`src/rtl/gray_cnt_arbiter.sv`:
```
// Two-requester round-robin sequencer for a shared Gray-code counter.
// Grants one burst at a time, drives the counter enable, and checks every returned code.
module gray_cnt_arbiter #(
  parameter int WIDTH = 8,
  parameter int LEN_W = 8
) (
  input  logic             clk,
  input  logic             rst,
  input  logic             req0_valid,
  input  logic [LEN_W-1:0] req0_len,
  output logic             req0_ready,
  input  logic             req1_valid,
  input  logic [LEN_W-1:0] req1_len,
  output logic             req1_ready,
  output logic             cnt_en,
  input  logic [WIDTH-1:0] gray_in,
  output logic             busy,
  output logic             done,
  output logic             done_id,
  output logic [WIDTH-1:0] start_code,
  output logic             err
);

  typedef enum logic [1:0] {IDLE, RUN, CHECK, DONE} state_e;

  function automatic logic [WIDTH-1:0] gray2bin(input logic [WIDTH-1:0] g);
    logic [WIDTH-1:0] b;
    b[WIDTH-1] = g[WIDTH-1];
    for (int i = WIDTH-2; i >= 0; i--) b[i] = b[i+1] ^ g[i];
    return b;
  endfunction

  function automatic logic [WIDTH-1:0] bin2gray(input logic [WIDTH-1:0] b);
    return b ^ (b >> 1);
  endfunction

  state_e             state_q, state_d;
  logic [LEN_W-1:0]   remain_q, remain_d;
  logic [WIDTH-1:0]   shadow_q, shadow_d;
  logic [WIDTH-1:0]   start_q, start_d;
  logic               id_q, id_d;
  logic               last_q, last_d;
  logic               err_q, err_d;
  logic               chk_v_q;
  logic               cnt_en_q, busy_q, done_q, done_id_q;

  logic [1:0]             req_v;
  logic [1:0][LEN_W-1:0]  req_len;
  logic                   gnt_v, gnt_id, accept;
  logic [LEN_W-1:0]       acc_len;

  assign req_v   = {req1_valid, req0_valid};
  assign req_len = {req1_len, req0_len};

  // On a tie the requester that did not own the previous burst wins.
  always_comb begin
    gnt_v  = 1'b0;
    gnt_id = 1'b0;
    if (req_v == 2'b11) begin
      gnt_v  = 1'b1;
      gnt_id = ~last_q;
    end else if (req_v[0]) begin
      gnt_v  = 1'b1;
      gnt_id = 1'b0;
    end else if (req_v[1]) begin
      gnt_v  = 1'b1;
      gnt_id = 1'b1;
    end
  end

  assign accept     = (state_q == IDLE) && !rst && gnt_v;
  assign req0_ready = accept && !gnt_id;
  assign req1_ready = accept && gnt_id;
  assign acc_len    = req_len[gnt_id];

  always_comb begin
    state_d  = state_q;
    remain_d = remain_q;
    shadow_d = shadow_q;
    start_d  = start_q;
    id_d     = id_q;
    last_d   = last_q;
    err_d    = err_q | (chk_v_q && (gray_in != bin2gray(shadow_q)));
    unique case (state_q)
      IDLE: begin
        if (accept) begin
          id_d     = gnt_id;
          last_d   = gnt_id;
          start_d  = gray_in;
          shadow_d = gray2bin(gray_in);
          remain_d = acc_len;
          state_d  = (acc_len == '0) ? DONE : RUN;
        end
      end
      RUN: begin
        shadow_d = shadow_q + 1'b1;
        remain_d = remain_q - 1'b1;
        if (remain_q == LEN_W'(1)) state_d = CHECK;
      end
      CHECK:   state_d = DONE;
      DONE:    state_d = IDLE;
      default: state_d = IDLE;
    endcase
  end

  // Outputs are registered from the next state so they line up with state_q.
  always_ff @(posedge clk or posedge rst) begin
    if (rst) begin
      state_q   <= IDLE;
      remain_q  <= '0;
      shadow_q  <= '0;
      start_q   <= '0;
      id_q      <= 1'b0;
      last_q    <= 1'b1;
      err_q     <= 1'b0;
      chk_v_q   <= 1'b0;
      cnt_en_q  <= 1'b0;
      busy_q    <= 1'b0;
      done_q    <= 1'b0;
      done_id_q <= 1'b0;
    end else begin
      state_q   <= state_d;
      remain_q  <= remain_d;
      shadow_q  <= shadow_d;
      start_q   <= start_d;
      id_q      <= id_d;
      last_q    <= last_d;
      err_q     <= err_d;
      chk_v_q   <= cnt_en_q;
      cnt_en_q  <= (state_d == RUN);
      busy_q    <= (state_d != IDLE);
      done_q    <= (state_d == DONE);
      done_id_q <= (state_d == DONE) ? id_d : 1'b0;
    end
  end

  assign cnt_en     = cnt_en_q;
  assign busy       = busy_q;
  assign done       = done_q;
  assign done_id    = done_id_q;
  assign start_code = start_q;
  assign err        = err_q;

endmodule

```
`config.mk`:
```
export PLATFORM = sky130hd
export DESIGN_NAME = gray_cnt_arbiter
export DESIGN_NICKNAME = d
export VERILOG_FILES = /design/src/rtl/gray_cnt_arbiter.sv
export SDC_FILE = /design/constraint.sdc
export NUM_CORES = 1
export LEC_CHECK = 0
export BUFFER_PORTS_ARGS = -buffer_cell sky130_fd_sc_hd__buf_4
export CAP_MARGIN = 0
export CORE_MARGIN = 1
export CORE_UTILIZATION = 50
export CTS_CLUSTER_DIAMETER = 40
export DETAILED_ROUTE_END_ITERATION = 8
export PLACE_DENSITY = 0.72
export SLEW_MARGIN = 25
export SYNTH_ARGS = -nofsm -noshare
export SYNTH_HDL_FRONTEND = slang
export SYNTH_SLANG_ARGS = --single-unit
```
`constraint.sdc`:
```
create_clock -name clk -period 3.6 [get_ports clk]
set_input_delay 0.54 -clock clk [delete_from_list [all_inputs] [get_ports clk]]
set_output_delay 0.54 -clock clk [all_outputs]
set_load 0.005 [all_outputs]
```
Word level (Yosys, flattened, before mapping)

Index checks and enable logic that the tools add are counted.
W data, S select, Z words.

Add/sub/neg operators: 2
Magnitude comparators: 1
Equal/unequal tests: 9
Muxes and demuxes: 18
Bitwise logic cells: 10
Reductions and logical operators: 13

Operator list:

| kind                  | number |
|---|---|
| $mux W8               | 4 |
| $pmux W8 S2           | 2 |
| $add A8 B1 Y8 const B | 1 |
| $eq A2 B2 Y1 const B  | 4 |
| $eq A8 B1 Y1 const B  | 1 |
| $logic_not A8 Y1      | 1 |
| $mux W1               | 8 |
| $ne A8 B8 Y1          | 1 |
| $pmux W2 S4           | 1 |
| $sub A8 B1 Y8 const B | 1 |
| $xor A8 B7 Y8         | 1 |
| $xor A1 B1 Y1         | 7 |
| $mux W2               | 3 |
| $logic_and A1 B1 Y1   | 5 |
| $eq A2 B1 Y1 const B  | 2 |
| $reduce_and A2 Y1     | 2 |
| $reduce_bool A2 Y1    | 2 |
| $logic_not A1 Y1      | 2 |
| $logic_not A2 Y1      | 1 |
| $lt A1 B2 Y1 const B  | 1 |
| $ne A2 B2 Y1 const B  | 1 |
| $not A1 Y1            | 1 |
| $or A1 B1 Y1          | 1 |

Register bits: 34
Word-level logic and storage cells: 65

Longest topological paths before layout

Gate-level depths: netlist (run 1).

Depth in word-level cells: 11
Depth in mapped cells: 6

Worst setup path after synthesis (run 1)

Ideal clock, no wire load.

Path kind: input port to output port
From: input port rst
To: output port req0_ready
Data arrival time: 1.492 ns
Required time: 3.060 ns
Path slack: 1.568 ns
Stages on the path: 4
Buffers on the path: 2
Cell sequence: or4_1 > clkbuf_1 > clkbuf_1 > nor2_1

Word-level cells in the longest chain between the ends: 4

RTL lines:

| element                          | line | RTL |
|---|---|---|
| from (decl)                      | 8    | `input logic rst,` |
| $logic_not A1 Y1 (no line)       | --   |  |
| $logic_and A1 B1 Y1 (2 in a row) | 71   | `assign accept = (state_q == IDLE) && !rst && gnt_v;` |
| $logic_and A1 B1 Y1              | 72   | `assign req0_ready = accept && !gnt_id;` |
| to (decl)                        | 11   | `output logic req0_ready,` |

No other way between the ends.

Final worst setup path (run 1)

From: register state_q[1]
To: output port req1_ready

Word-level cells in the longest chain between the ends: 4

RTL lines:

| element                          | line | RTL |
|---|---|---|
| from (decl)                      | 37   | `state_e state_q, state_d;` |
| from (signal assigned)           | 122  | `state_q <= state_d;` |
| $logic_not A2 Y1                 | 71   |  |
| $logic_and A1 B1 Y1 (2 in a row) | 71   |  |
| $logic_and A1 B1 Y1              | 73   | `assign req1_ready = accept && gnt_id;` |
| to (decl)                        | 14   | `output logic req1_ready,` |

No other way between the ends.

==> results.json, run 1 <==
{
  "drt_iter0_markers": 75,
  "syn_inst": 190,
  "synth.top_cell.area_share": 0.445,
  "synth_top_family_by_area": "simple AND/OR/NAND/NOR gates",
  "kind_of_capture_point_of_the_worst_setup_path": "output pin",
  "seq_area_frac_synth": 0.460,
  "layout.cells.most_common_list": "sky130_fd_sc_hd__buf_4, sky130_fd_sc_hd__nand2_1, sky130_fd_sc_hd__dfrtp_1",
  "yosys_register_bits": 34,
  "max_cap_violations": 0,
  "critPathKind": "reg -> out",
  "cts.reportedPaths.clkPinSlew_ns": 0.08,
  "switching_power_mw": 0.636,
  "setup.reg_to_reg.worst_slack_ns": 1.66,
  "worst_ep_required_time_ns": 3.06,
  "hold_viol_final": 0,
  "worstSkewPairLatency_ns": 0.29,
  "wl_per_cell_um": 14.2,
  "timing_max_transition_violations_final": 0,
  "run_status": "finished clean",
  "synthAdderAreaFrac": 0.0540,
  "grt_pass1_wl_mm": 7.23,
  "pwr-share-seq": 0.402,
  "count_of_tritonroute_iterations_in_the_first_routing_pass": 4,
  "synthMuxAreaShare": 0.0432,
  "post_cts.repair.setup_buffers": 0,
  "critical_path_peak_fanout": 16,
  "place_worst_setup_slack_ns": 1.62,
  "relSlewSlack": 0.564,
  "crit_arrival_ns": 1.54,
  "start_util": 0.539,
  "final.setup_skew_ns": 0.0110,
  "synth-xor-area-share": 0.0924,
  "final_critical_path_setup_slack_ns": 1.52,
  "antenna_violating_nets_left": 0,
  "power_leakage_nw": 1.11,
  "cellPowerDensity_mw_per_mm2": 732,
  "comb_power_share": 0.423,
  "placementRows": 21,
  "cts-root-buf": "sky130_fd_sc_hd__clkbuf_8",
  "power.ir.vdd_worst_uv": 370,
  "cts_max_path_buffers": 2,
  "tritoncts_num_sinks": 34,
  "drt-vias-per-instance": 5.51,
  "synth_warnings": 0,
  "die_x_um": 62.9,
  "floorplan.io_pins": 43,
  "post_route_clock_period_utilization": 0.577,
  "fin_area_mm2": 0.00232,
  "groute.usage.overall": 0.237,
  "switching_share": 0.374,
  "critPathLaunchType": "register",
  "syn_area_per_cell_um2": 9.76,
  "dpl_cell_area_mm2": 0.00223,
  "post_layout_nonfiller_instances": 283,
  "final_number_of_setup_violating_endpoints": 0,
  "post-layout-total-power_mw": 1.70,
  "fp.dieArea_mm2": 0.00396,
  "grt_pass1_vias": 1607,
  "postCtsHoldBufs": 0,
  "total_negative_setup_slacks_ns": 0,
  "tritoncts": "yes",
  "synth-simple-area-share": 0.194,
  "synthesis.nets": 226,
  "synth_enable_flop_cells": 0,
  "synth.cell_area_mm2": 0.00185,
  "placeableCoreArea_mm2": 0.00344,
  "place_congestion": 0.800,
  "drive_above_1_share": 0.253,
  "post_cts_sizing_count": 0,
  "finalWirelength_mm": 4.03,
  "detailroute.via_count": 1559,
  "htreeDepth": 2,
  "synth_cell_type_count": 43,
  "detailed_placement_hpwl_mm": 2.97,
  "areaGrowthSynthToFinish_pct": 25.3,
  "synth_compound_gate_area_share": 0.132,
  "place_inst": 275,
  "p_clk_frac": 0.175,
  "die-height_um": 62.9,
  "numCtsBuffers": 5,
  "worstHoldPathType": "in -> async",
  "diodes": 0,
  "internal-power_mw": 1.07,
  "finish.net_count": 272,
  "grt_setup_unrepaired": "false",
  "synthTopCellsByArea": "sky130_fd_sc_hd__dfrtp_1, sky130_fd_sc_hd__nand2_1, sky130_fd_sc_hd__ha_1",
  "dominant_register_cell_in_the_synthesized_netlist": "sky130_fd_sc_hd__dfrtp_1",
  "drc": 0,
  "largest_net_degree_at_the_start_of_global_routing": 34,
  "antenna_found_initial": 0,
  "fmax_mhz": 481,
  "synth-async-reset-ratio": 1.00,
  "gr-total-overflow": 0,
  "fin_crit_ns": 2.08,
  "final_common_cell": "sky130_fd_sc_hd__buf_4",
  "io_buffer_count": 42,
  "worst-slew-pin-transition_ns": 0.653,
  "synth_top_area_cell": "sky130_fd_sc_hd__dfrtp_1"
}
per-layer routing:
metal  global-route usage  up-vias  part of all wire
li1                     -      767                 -
met1                0.301      745              0.46
met2                0.397       40              0.49
met3               0.0566        7             0.044
met4               0.0727        0             0.013
met5                    0        -                 0
synthesized netlist by cell type (2+ instances only):
library cell and instances:
sky130_fd_sc_hd__o21ai_1 6, sky130_fd_sc_hd__dfrtp_1 33, sky130_fd_sc_hd__or4_1 2, sky130_fd_sc_hd__nand2_1 37, sky130_fd_sc_hd__nand3_1 9, sky130_fd_sc_hd__o211ai_1 4
sky130_fd_sc_hd__a21oi_1 2, sky130_fd_sc_hd__nor3_1 5, sky130_fd_sc_hd__mux2i_1 8, sky130_fd_sc_hd__buf_2 2, sky130_fd_sc_hd__xnor2_1 8, sky130_fd_sc_hd__inv_1 5
sky130_fd_sc_hd__ha_1 8, sky130_fd_sc_hd__xor2_1 5, sky130_fd_sc_hd__nand2b_1 2, sky130_fd_sc_hd__nor2_1 12, sky130_fd_sc_hd__a31oi_1 2, sky130_fd_sc_hd__o22ai_1 2
sky130_fd_sc_hd__a21o_1 2, sky130_fd_sc_hd__o221ai_1 3, sky130_fd_sc_hd__or3_1 2, sky130_fd_sc_hd__nand4_1 3, sky130_fd_sc_hd__clkbuf_1 5, sky130_fd_sc_hd__a22oi_1 2
sky130_fd_sc_hd__xnor2_2 2, sky130_fd_sc_hd__o311ai_1 2
sequential cells by signal, indices dropped and copies added (netlist names):
name / flops
shadow_q: 8
done: 1
chk_v_q: 1
busy: 1
id_q: 1
done_id: 1
err: 1
state_q: 2
start_code: 8
remain_q: 8
cnt_en: 1
last_q: 1
critical path, stage by stage (launching register included):
cell                      delay, ns
sky130_fd_sc_hd__dfrtp_1       0.44
sky130_fd_sc_hd__nor4_2        0.28
sky130_fd_sc_hd__buf_4         0.26
sky130_fd_sc_hd__nand2_1       0.11
sky130_fd_sc_hd__inv_1         0.07
sky130_fd_sc_hd__buf_4         0.10
worst paths after layout:
check,endpoint,startpoint,depth (start not counted)
max,req1_ready,state_q[1]$_DFF_PP0_,5
min,shadow_q[5]$_DFFE_PP0P_,rst,2
max reg2reg,remain_q[6]$_DFFE_PP0P_,state_q[0]$_DFF_PP0_,5
min reg2reg,chk_v_q$_DFF_PP0_,cnt_en$_DFF_PP0_,0
max in group asynchronous,last_q$_DFFE_PP1P_,rst,3
min in group clk,chk_v_q$_DFF_PP0_,cnt_en$_DFF_PP0_,0
logic make-up (layout without fill, tap and decap cells):
kind of cell	Yosys count	count (layout)
compound gates	34	34
xor+xnor	16	16
fa+ha+maj	8	8
buf+inv	12	59
flops	34	34
mux	8	8
simple gates	78	78
per-stage QoR:
step	util	hold WS [ns]
floorplan	-	0.376
global placement	0.647	0.368
detailed placement	0.647	0.376
CTS	0.675	0.352
global route	0.675	0.402
finish	0.675	0.330
cell type report:
type	count	area [µm²]
Fill cell	277	1120
Sequential cell	34	852
Multi-Input combinational cell	144	955
Clock inverter	2	12.5
Inverter	5	18.8
Timing Repair Buffer	46	345
Clock buffer	6	82.6
Tap cell	46	57.6
power groups by stage:
stage / combinational [mW] / clock (mW) / sequential, mW
finish: 0.720 / 0.297 / 0.684
global route: 0.825 / 0.321 / 0.710
CTS: 0.730 / 0.304 / 0.683
detailed placement: 0.722 / 0 / 0.687
global placement: 0.699 / 0 / 0.681
floorplan: 0.507 / 0 / 0.664
Power figures use the tool's default switching activity.
==> run 2: changes to the inputs <==
CORE_UTILIZATION = 48   (was 50)
clock period = 1.8 ns   (was 3.6 ns; I/O delays follow)
==> run 2 against run 1 <==
Effect of this change:
- setup slack worse by 1.5 ns
- utilization shrank 2.3 points
- global-route usage shrank 1.3 points
- flip-flop and latch count unchanged
- worst hold slack lost 0.23 ns
- total power up 100%
- via count barely moved
- non-clock buffer count rose by 8
- routed wire length decreased by 1.4%
- clock-buffer cell count is the same
- design area rose by 3.5%
- critical endpoint is now req0_ready
==> results.json, run 2 (synthesis results as in run 1) <==
{
  "grt_pass1_vias": 1483,
  "multi_input_area_um2": 973,
  "finalWirelength_mm": 3.98,
  "antenna_violating_nets_left": 0,
  "kind_of_capture_point_of_the_worst_setup_path": "output pin",
  "layout.cells.most_common_list": "sky130_fd_sc_hd__buf_4, sky130_fd_sc_hd__nand2_1, sky130_fd_sc_hd__dfrtp_1",
  "crit_arrival_ns": 1.48,
  "antenna_found_initial": 0,
  "final_critical_path_setup_slack_ns": 0.0517,
  "post_route_clock_period_utilization": 0.971,
  "cts_max_path_buffers": 2,
  "die-height_um": 64.2,
  "post_layout_nonfiller_instances": 293,
  "critPathKind": "reg -> out",
  "total_negative_setup_slacks_ns": 0,
  "final_number_of_setup_violating_endpoints": 0,
  "tritoncts": "yes",
  "final_common_cell": "sky130_fd_sc_hd__buf_4",
  "place_worst_setup_slack_ns": 0.116,
  "count_of_tritonroute_iterations_in_the_first_routing_pass": 4,
  "numCtsBuffers": 5,
  "timing_max_transition_violations_final": 0,
  "cts-root-buf": "sky130_fd_sc_hd__clkbuf_8",
  "finalHoldWorstSlack_ns": 0.105,
  "fmax_mhz": 572,
  "worstSkewPairLatency_ns": 0.29,
  "hold_viol_final": 0,
  "grt_setup_unrepaired": "true",
  "drt_iter0_markers": 77,
  "floorplan.io_pins": 43,
  "critPathLaunchType": "register",
  "start_util": 0.503,
  "worst_ep_required_time_ns": 1.53,
  "max_cap_violations": 0,
  "n_fill_cell": 311,
  "fin_area_mm2": 0.00240,
  "placementRows": 22,
  "power.ir.vdd_worst_uv": 851,
  "power_leakage_nw": 1.15,
  "largest_net_degree_at_the_start_of_global_routing": 35,
  "worst-slew-pin-transition_ns": 0.428,
  "detailed_placement_hpwl_mm": 2.92,
  "drt-vias-per-instance": 5.32,
  "placeableCoreArea_mm2": 0.00369,
  "place_congestion": 0.825,
  "io_buffer_count": 42,
  "areaGrowthSynthToFinish_pct": 29.7,
  "relSlewSlack": 0.715,
  "dpl_cell_area_mm2": 0.00228,
  "diodes": 0,
  "tritoncts_num_sinks": 34,
  "finish.net_count": 280,
  "grt_pass1_wl_mm": 6.98,
  "cts.reportedPaths.clkPinSlew_ns": 0.07,
  "fp.dieArea_mm2": 0.00412,
  "drive_above_1_share": 0.290,
  "regArea_um2": 852,
  "utilization": 0.652,
  "groute.usage.overall": 0.224,
  "die_x_um": 64.2,
  "cellPowerDensity_mw_per_mm2": 1440,
  "postCtsHoldBufs": 0,
  "worstHoldPathType": "in -> async",
  "critical_path_peak_fanout": 4,
  "post-layout-total-power_mw": 3.47,
  "final.setup_skew_ns": 0.00501,
  "drc": 0,
  "run_status": "finished clean",
  "place_inst": 283,
  "htreeDepth": 2,
  "wl_per_cell_um": 13.6,
  "fin_crit_ns": 1.75,
  "gr-total-overflow": 0,
  "detailroute.via_count": 1558
}
## run 2: changes by cell type in the layout (fill, tap and decap cells not counted), sizes merged
cell	delta
buf	+8
## run 2: area by class of cell
class	instances	share of cell area
clock buffers	6	0.0343
inverters	5	0.00780
multi-input cells	144	0.405
well taps	48	0.0250
flip-flops and latches	34	0.354
clock inverters	2	0.00520
repair buffers	54	0.169
## run 2: final timing paths
path / cells past startpoint / slack [ns] / startpoint / endpoint
min reg2reg: 0 / 0.38 / cnt_en$_DFF_PP0_ / chk_v_q$_DFF_PP0_
max reg2reg: 6 / 0.12 / state_q[0]$_DFF_PP0_ / shadow_q[2]$_DFFE_PP0P_
max: 3 / 0.05 / state_q[0]$_DFF_PP0_ / req0_ready
min: 3 / 0.10 / rst / busy$_DFF_PP0_
max in group asynchronous: 3 / 1.36 / rst / last_q$_DFFE_PP1P_
min in group clk: 3 / 0.21 / gray_in[5] / start_code[5]$_DFFE_PP0P_
## run 2: routing by layer
metal,global-route usage,up-vias,wire [µm]
li1,-,782,-
met1,0.312,735,1960
met2,0.346,37,1790
met3,0.0643,4,194
met4,0.0500,0,36
met5,0,-,0
## run 2: critical path, stage by stage (launching register included)
cell,delay [ns]
sky130_fd_sc_hd__dfrtp_1,0.43
sky130_fd_sc_hd__or4_4,0.56
sky130_fd_sc_hd__nor2_2,0.09
sky130_fd_sc_hd__buf_4,0.11
## run 2: power breakdown
| group | internal (mW) | total (mW) | switching (mW) |
|---|---|---|---|
| clock | 0.307 | 0.585 | 0.278 |
| combinational | 0.785 | 1.53 | 0.744 |
| sequential | 1.10 | 1.36 | 0.257 |
| total | 2.19 | 3.47 | 1.28 |
## run 2: repair_timing
item	CTS	global route
pin swaps	0	3
gates resized for setup	2	2
buffers inserted	3	0
endpoints found under the setup margin	2	4
==> run 3: changes to the inputs <==
CORE_UTILIZATION = 50   (was 48)
SLEW_MARGIN = 40   (was 25)
clock period = 1.7 ns   (was 1.8 ns; I/O delays follow)
==> run 3 against run 2 <==
Effect of this change:
- die area is 3.9% lower
- total power increased by 10%
- sequential share of layout area down 1.7 points
- flip-flop and latch count unchanged
- global-route usage rose by 2.9 points
- critical path depth did not move
- setup slack worse by 0.047 ns
==> results.json, run 3 (synthesis results as in run 1) <==
{
  "run_status": "finished clean",
  "hold_viol_final": 0,
  "count_of_tritonroute_iterations_in_the_first_routing_pass": 4,
  "cp_cell_sequence": "or4_4 > nor2_2 > buf_4",
  "crit_arrival_ns": 1.44,
  "floorplan.io_pins": 43,
  "areaGrowthSynthToFinish_pct": 36.0,
  "detailed_placement_hpwl_mm": 3.21,
  "wl_per_cell_um": 15.4,
  "finalHoldWorstSlack_ns": 0.0128,
  "grt_pass1_wl_mm": 7.72,
  "drt-vias-per-instance": 5.59,
  "path_delay_family": "simple AND/OR/NAND/NOR gates",
  "grt_setup_unrepaired": "true",
  "total_buffers_and_inverters_traversed_by_the_critical_path": 1,
  "gr-total-overflow": 0,
  "fp.dieArea_mm2": 0.00396,
  "postCtsHoldBufs": 0,
  "final.setup_skew_ns": 0.0107,
  "total_negative_setup_slacks_ns": 0,
  "antenna_violating_nets_left": 0,
  "die-height_um": 62.9,
  "layout.cells.most_common_list": "sky130_fd_sc_hd__buf_4, sky130_fd_sc_hd__nand2_1, sky130_fd_sc_hd__dfrtp_1",
  "critical_path_peak_fanout": 4,
  "numCtsBuffers": 5,
  "final_critical_path_setup_slack_ns": 0.00521,
  "final_number_of_setup_violating_endpoints": 0,
  "cts.reportedPaths.clkPinSlew_ns": 0.07,
  "critical_path_cell_count": 3,
  "finish.net_count": 287,
  "multi_input_area_mm2": 0.00104,
  "power_leakage_nw": 1.20,
  "critPathLaunchType": "register",
  "worstHoldPathType": "in -> async",
  "placementRows": 21,
  "reg2regPathDepth": 4,
  "start_util": 0.539,
  "timing_max_transition_violations_final": 0,
  "grt_pass1_vias": 1707,
  "tritoncts_num_sinks": 34,
  "placeableCoreArea_mm2": 0.00344,
  "utilization": 0.733,
  "io_buffer_count": 42,
  "fin_crit_ns": 1.69,
  "n_fill_cell": 242,
  "worst-slew-pin-transition_ns": 0.500,
  "cts-root-buf": "sky130_fd_sc_hd__clkbuf_8",
  "timing.critical_path.slowest_cell_delay_ns": 0.53,
  "cellPowerDensity_mw_per_mm2": 1520,
  "worstSkewPairLatency_ns": 0.29,
  "place_worst_setup_slack_ns": -0.00212,
  "relSlewSlack": 0.667,
  "critPathSlowestCell": "sky130_fd_sc_hd__or4_4",
  "drt_iter0_markers": 97,
  "drc": 0,
  "regArea_um2": 852,
  "finalWirelength_mm": 4.60,
  "max_cap_violations": 0,
  "post-layout-total-power_mw": 3.83,
  "antenna_found_initial": 0,
  "drive_above_1_share": 0.353,
  "die_x_um": 62.9,
  "post_route_clock_period_utilization": 0.997,
  "worst_ep_required_time_ns": 1.44,
  "critPathKind": "reg -> out",
  "fmax_mhz": 590,
  "final_common_cell": "sky130_fd_sc_hd__buf_4",
  "htreeDepth": 2,
  "cts_max_path_buffers": 2,
  "groute.usage.overall": 0.253,
  "largest_net_degree_at_the_start_of_global_routing": 32,
  "power.ir.vdd_worst_uv": 931,
  "kind_of_capture_point_of_the_worst_setup_path": "output pin",
  "place_congestion": 0.827,
  "detailroute.via_count": 1666,
  "tritoncts": "yes",
  "diodes": 0
}
==> run 3: cell types whose count changed in the layout (fill, tap and decap cells not counted), sizes merged <==
cell | previous run | this run
buf | 54 | 61
clkinv | 1 | 2
clkinvlp | 1 | 0
==> run 3: metrics by stage <==
step | instances | instance area (µm²)
after floorplan | 190 | 1850
after CTS | 298 | 2460
after global routing | 298 | 2520
after global placement | 286 | 2340
final | 298 | 2520
after detailed placement | 286 | 2340
==> run 3: routing by layer <==
| layer | GRT usage | up-vias | routed length, µm |
|---|---|---|---|
| met3 | 0.0566 | 5 | 175 |
| met2 | 0.433 | 40 | 2400 |
| li1 | - | 799 | - |
| met4 | 0.0785 | 0 | 44 |
| met5 | 0 | - | 0 |
| met1 | 0.313 | 822 | 1980 |
==> run 3: final cells by class <==
type,instances,area share
inverters,5,0.00744
well taps,46,0.0228
multi-input cells,144,0.411
flip-flops and latches,34,0.338
repair buffers,61,0.187
clock inverters,2,0.00546
clock buffers,6,0.0288
==> run 3: worst paths after layout <==
kind	start	to	slack, ns
max in group asynchronous	rst	remain_q[0]$_DFFE_PP0P_	1.19
worst min-delay path	rst	remain_q[7]$_DFFE_PP0P_	0.01
worst max register to register	state_q[0]$_DFF_PP0_	remain_q[2]$_DFFE_PP0P_	0.07
worst max-delay path	state_q[0]$_DFF_PP0_	req0_ready	0.005
min in group clk	gray_in[5]	start_code[5]$_DFFE_PP0P_	0.19
worst min register to register	cnt_en$_DFF_PP0_	chk_v_q$_DFF_PP0_	0.39
==> run 3: power by group <==
part / switching, mW / total, mW / internal [mW]
Combinational: 0.870 / 1.79 / 0.922
Sequential: 0.283 / 1.45 / 1.17
Clock: 0.297 / 0.586 / 0.289
Total: 1.45 / 3.83 / 2.38
==> run 3: timing repair <==
action / CTS / global route
gates resized for setup: 2 / 17
cloned: 0 / 1
endpoints found under the hold margin: 0 / 0
endpoints found under the setup margin: 3 / 13
setup buffers: 5 / 0
pin swaps: 3 / 7
